$ cat src/rtl/reg_file_mp.sv
// Multi-port integer register file with an integrated per-register pending scoreboard.
// Define REG_FILE_BYPASS_EN to forward same-cycle write data onto the read ports.
module reg_file_mp #(
  parameter int XLEN     = 32,
  parameter int NREGS    = 32,
  parameter int NRD      = 2,
  parameter int NWR      = 1,
  parameter int ZERO_REG = 1,
  localparam int AW      = $clog2(NREGS)
) (
  input  logic                clk,
  input  logic                rst_n,
  input  logic                clk_en,
  input  logic [NRD*AW-1:0]   rs_addr,
  output logic [NRD*XLEN-1:0] rs_data,
  output logic [NRD-1:0]      rs_busy,
  input  logic [NWR-1:0]      rd_wr_en,
  input  logic [NWR*AW-1:0]   rd_addr,
  input  logic [NWR*XLEN-1:0] rd_data,
  input  logic                alloc_en,
  input  logic [AW-1:0]       alloc_addr,
  output logic [NREGS-1:0]    busy_vec
);

  // Register n occupies r_regs[n*XLEN +: XLEN].
  logic [NREGS*XLEN-1:0] r_regs;
  logic [NREGS*XLEN-1:0] w_regs_nxt;
  logic [NREGS-1:0]      r_busy;
  logic [NREGS-1:0]      w_busy_nxt;
  logic [NWR-1:0]        w_wr_ok;
  logic                  w_alloc_ok;

  // Writes and allocations of x0 are dropped up front when it is hard-wired.
  always_comb begin
    w_wr_ok = '0;
    for (int j = 0; j < NWR; j++) begin
      w_wr_ok[j] = rd_wr_en[j] &&
                   !((ZERO_REG != 0) && (rd_addr[j*AW +: AW] == '0));
    end
    w_alloc_ok = alloc_en && !((ZERO_REG != 0) && (alloc_addr == '0));
  end

  // Ascending port order lets the highest-index writer win; allocation is
  // applied last so a newly issued producer overrides a same-cycle writeback.
  always_comb begin
    w_regs_nxt = r_regs;
    w_busy_nxt = r_busy;
    for (int j = 0; j < NWR; j++) begin
      if (w_wr_ok[j]) begin
        w_regs_nxt[int'(rd_addr[j*AW +: AW])*XLEN +: XLEN] = rd_data[j*XLEN +: XLEN];
        w_busy_nxt[rd_addr[j*AW +: AW]] = 1'b0;
      end
    end
    if (w_alloc_ok) begin
      w_busy_nxt[alloc_addr] = 1'b1;
    end
  end

  always_ff @(posedge clk or negedge rst_n) begin
    if (!rst_n) begin
      r_regs <= '0;
      r_busy <= '0;
    end else if (clk_en) begin
      r_regs <= w_regs_nxt;
      r_busy <= w_busy_nxt;
    end
  end

  always_comb begin
    rs_data = '0;
    rs_busy = '0;
    for (int i = 0; i < NRD; i++) begin
      rs_data[i*XLEN +: XLEN] = r_regs[int'(rs_addr[i*AW +: AW])*XLEN +: XLEN];
      rs_busy[i]              = r_busy[rs_addr[i*AW +: AW]];
`ifdef REG_FILE_BYPASS_EN
      // Forwarding is suppressed while in reset so reads stay zero there.
      for (int j = 0; j < NWR; j++) begin
        if (rst_n && clk_en && w_wr_ok[j] &&
            (rd_addr[j*AW +: AW] == rs_addr[i*AW +: AW])) begin
          rs_data[i*XLEN +: XLEN] = rd_data[j*XLEN +: XLEN];
          rs_busy[i]              = w_alloc_ok && (alloc_addr == rs_addr[i*AW +: AW]);
        end
      end
`endif
      if ((ZERO_REG != 0) && (rs_addr[i*AW +: AW] == '0)) begin
        rs_data[i*XLEN +: XLEN] = '0;
        rs_busy[i]              = 1'b0;
      end
    end
  end

  assign busy_vec = r_busy;

endmodule

$ cat config.mk
export PLATFORM = sky130hd
export DESIGN_NAME = reg_file_mp
export DESIGN_NICKNAME = d
export VERILOG_FILES = /design/src/rtl/reg_file_mp.sv
export SDC_FILE = /design/constraint.sdc
export NUM_CORES = 2
export LEC_CHECK = 0
export BUFFER_PORTS_ARGS = -buffer_cell sky130_fd_sc_hd__buf_2
export CAP_MARGIN = 10
export CORE_AREA = 10 10 362 434
export DETAILED_ROUTE_END_ITERATION = 8
export DIE_AREA = 0 0 372 444
export GPL_TIMING_DRIVEN = 0
export HOLD_SLACK_MARGIN = 0.02
export MAX_ROUTING_LAYER = met4
export SLEW_MARGIN = 25
export SYNTH_ARGS = -nofsm -noshare
export SYNTH_HDL_FRONTEND = slang
export SYNTH_SLANG_ARGS = --single-unit
$ cat constraint.sdc
create_clock -name clk -period 3.37 [get_ports clk]
set_input_delay 0.8425 -clock clk [delete_from_list [all_inputs] [get_ports clk]]
set_output_delay 0.8425 -clock clk [all_outputs]
set_load 0.05 [all_outputs]
==> results.md <==
* Worst path bufs/invs at 5
* Placed cells at roughly 6700
* Final min period at approximately 3700 ps
* CTS root buf: clkbuf_16
* Vias in the first global route at 51328
* Final worst-path cycle share at 1.09
* Clock share of power at 0.395
* CTS tree: built
* CP arrival at around 2800 ps
* Violated checks: setup timing
* Area share of the largest cell type after synthesis at 0.449
* Most frequent cells in the layout: dfrtp_1 (1056), mux2_2 (492), mux4_2 (462)
* Switch Pwr at between 10 and 15 mW
* Initial antenna violation count at 29
* CP Capture Type: output pin
* Yosys reg bits at 1056
* Area leader, netlist: dfrtp_1
* Fmax at approximately 0.27 GHz
* Nets@finish at about 5000
* I/O Pins at 155
* Grt ovf at 0
* Critical path class: in -> out
* Die area at 165000 um^2
* Total GRT Usage at 0.439
* Fraction of registers with async set/reset at 1.00
* Setup ws final at -315 ps
* Post-DP Area at ~65000 um^2
* Vias post-DR at 52127
* Die W at 372 um
* DR vias/cell at between 7 and 8
* Max_cap viols at 0
* Starting DRT DRC Count at 8890
* Critical path depth at 8
* Post-synthesis sequential area ratio at 0.449
* Setup-failing EPs final at 98
* Die height at 444 um
* Endpoints failing hold at 0
* WL/cell at 51.0 um
* Most common cell after layout, fill and taps aside: dfrtp_1
* Post-Syn Instances at 4494
* Overall power at 37.2 mW
* Cell Rows at 155
* Unique masters post-synth at 61
* Hold buffers post-CTS at 0
* Mean cell area of the mapped netlist at 13.1 um^2
* Leakage power at 34.3 nW
* Switching share of total power at 0.325
* Number of flops mapped to enable cells by yosys at 0
* Routability congestion estimate at 1.07
* Worst-margin pin slew at 1340 ps
* Clk_skew at 0 ps
* Slowest CP cell: mux4_2
* Ys Warns at 0
* DP HPWL at between 200000 and 250000 um
* Final wirelength at 360000 um
* Reg power frac at 0.385
* Critical-path maximum fanout at 6
* Logic gate share of total power at 0.220
* DRC viols at 0
* P per Cell Area at ~480 nW/um^2
* Worst VDD drop at around 0.44 mV
* PortBufs at 144
* RSZ-0062 raised after global routing: yes
* Worst reg2reg path depth at 2
* CP max stage delay at 490 ps
* Top_reg_cell synth: dfrtp_1
* Final core occ at 0.521
* Initial Util at 0.398
* Crit path max-delay family: buffers and inverters
* First-pass GRT wire length at 471000 um
* Reg clk slew, reported paths at approximately 70 ps
* Layout cell share with drive strength beyond 1 at 0.469
* Synth-to-layout area growth at 31.1%
* Synthesized area at a little under 60000 um^2
* Cts bufs inserted at 118
* Critical Path RT at between 2000 and 3000 ps
* Fin cells at 7066
* H-Tree Depth at 3
* Crit start category: input port
* DRT antenna net count at 0
* Core Area at 148000 um^2
* Clock Sinks at 1056
* Fin Setup TNS at -14940 ps
* Hold WC Path Type: in -> async
* Max_slew headroom at 0.108
* Status: finished, violations left
* Max clock buf depth at 3
* Initial DRT Pass Iterations at 9
* Worst-path cell chain: clkbuf_16 -> buf_4 -> buf_12 -> buf_16 -> mux4_2 -> a22oi_2 -> a311oi_4 -> buf_6
* Largest net degree at the start of global routing at about 130
* Internal power at 25.1 mW
* Ranking of synthesized cells by area: dfrtp_1 (45%), mux4_2 (18%), mux2_2 (9.5%), mux2_1 (7.9%), mux2i_1 (2.7%)
* Clock Latency Late Sink at 780 ps
* Mapped Nets at 4556
* Final Cell Area at 77300 um^2
* Max-slew violation count at 0
==> cell families after synthesis <==
group | synth area share
AOI/OAI and AO/OA | 0.0794
muxes | 0.378
adders and majority gates | 0.00106
xor gates and xnor gates | 0.000297
DFF | 0.449
buffers and inverters | 0.0348
and+or+nand+nor | 0.0582
==> worst register-to-register path: cells and delay by family, from the launching register on <==
kind / cells / cell delay (ps)
flops: 1 / 520
compound gates: 2 / 280
==> cell type report <==
class | count | area [um^2]
Buffer | 465 | 5030
Fill cell | 12686 | 70900
Sequential cell | 1056 | 26400
Tap cell | 1962 | 2450
Multi-Input combinational cell | 2905 | 34300
Clock buffer | 168 | 3440
Antenna cell | 56 | 140
Timing Repair Buffer | 351 | 4390
Clock inverter | 53 | 817
Inverter | 50 | 205
==> per-layer routing <==
layer	share of wire	wire, um	global-route usage
met1	0.33	121000	0.488
met2	0.41	146000	0.586
met3	0.15	53000	0.208
met4	0.11	40600	0.368
met5	0	0	-
==> state kept, by name (all words and copies together), names as in the netlist <==
| name | cells |
|---|---|
| busy_vec | 32 |
| r_regs | 1024 |
==> power by group through the flow <==
stage	Combinational, mW	Clock, mW	Sequential, mW
after global placement	6.36	0	14.4
after floorplan	3.46	0	14.5
after CTS	7.58	14.5	14.3
after detailed placement	6.67	0	14.5
after global routing	8.14	15.0	14.4
final	8.17	14.7	14.3
==> worst paths after layout <==
kind	slack [ps]	startpoint	end
min	30	rst_n	r_regs[627]
min in group clk	350	rd_data[23]	r_regs[535]
max reg2reg	2410	r_regs[540]	r_regs[540]
min reg2reg	480	r_regs[27]	r_regs[27]
max in group asynchronous	1650	rst_n	r_regs[675]
max	-310	rs_addr[6]	rs_data[47]
==> timing repair <==
| item | in CTS | in global routing |
|---|---|---|
| buffers inserted | 88 | 37 |
| cloned | 21 | 7 |
| pin swaps | 111 | 72 |
| resized for setup | 1166 | 170 |
| setup endpoints to repair | 1047 | 356 |
==> synth_stat cells, types with 35 or more instances <==
cell type and number:
clkbuf_1 343, nor2_1 160, buf_1 103, a311oi_1 66
nand2_1 152, mux2_1 412, and3_1 61, nand3_1 35
mux4_2 462, buf_2 36, nor3_1 89, a221oi_1 49
o21ai_0 286, a211oi_1 67, a22oi_1 66, nor2b_1 72
inv_1 49, mux2i_1 161, dfrtp_1 1056, mux2_2 497
o31ai_1 44
==> stage by stage <==
stage	hold slack, ps	setup WS (ps)
global placement	454	-22980
finish	30.8	-315
global route	116	-249
detailed placement	468	-2160
floorplan	441	-202
CTS	60.5	-196
No activity file was read; power rests on OpenSTA's default activity.
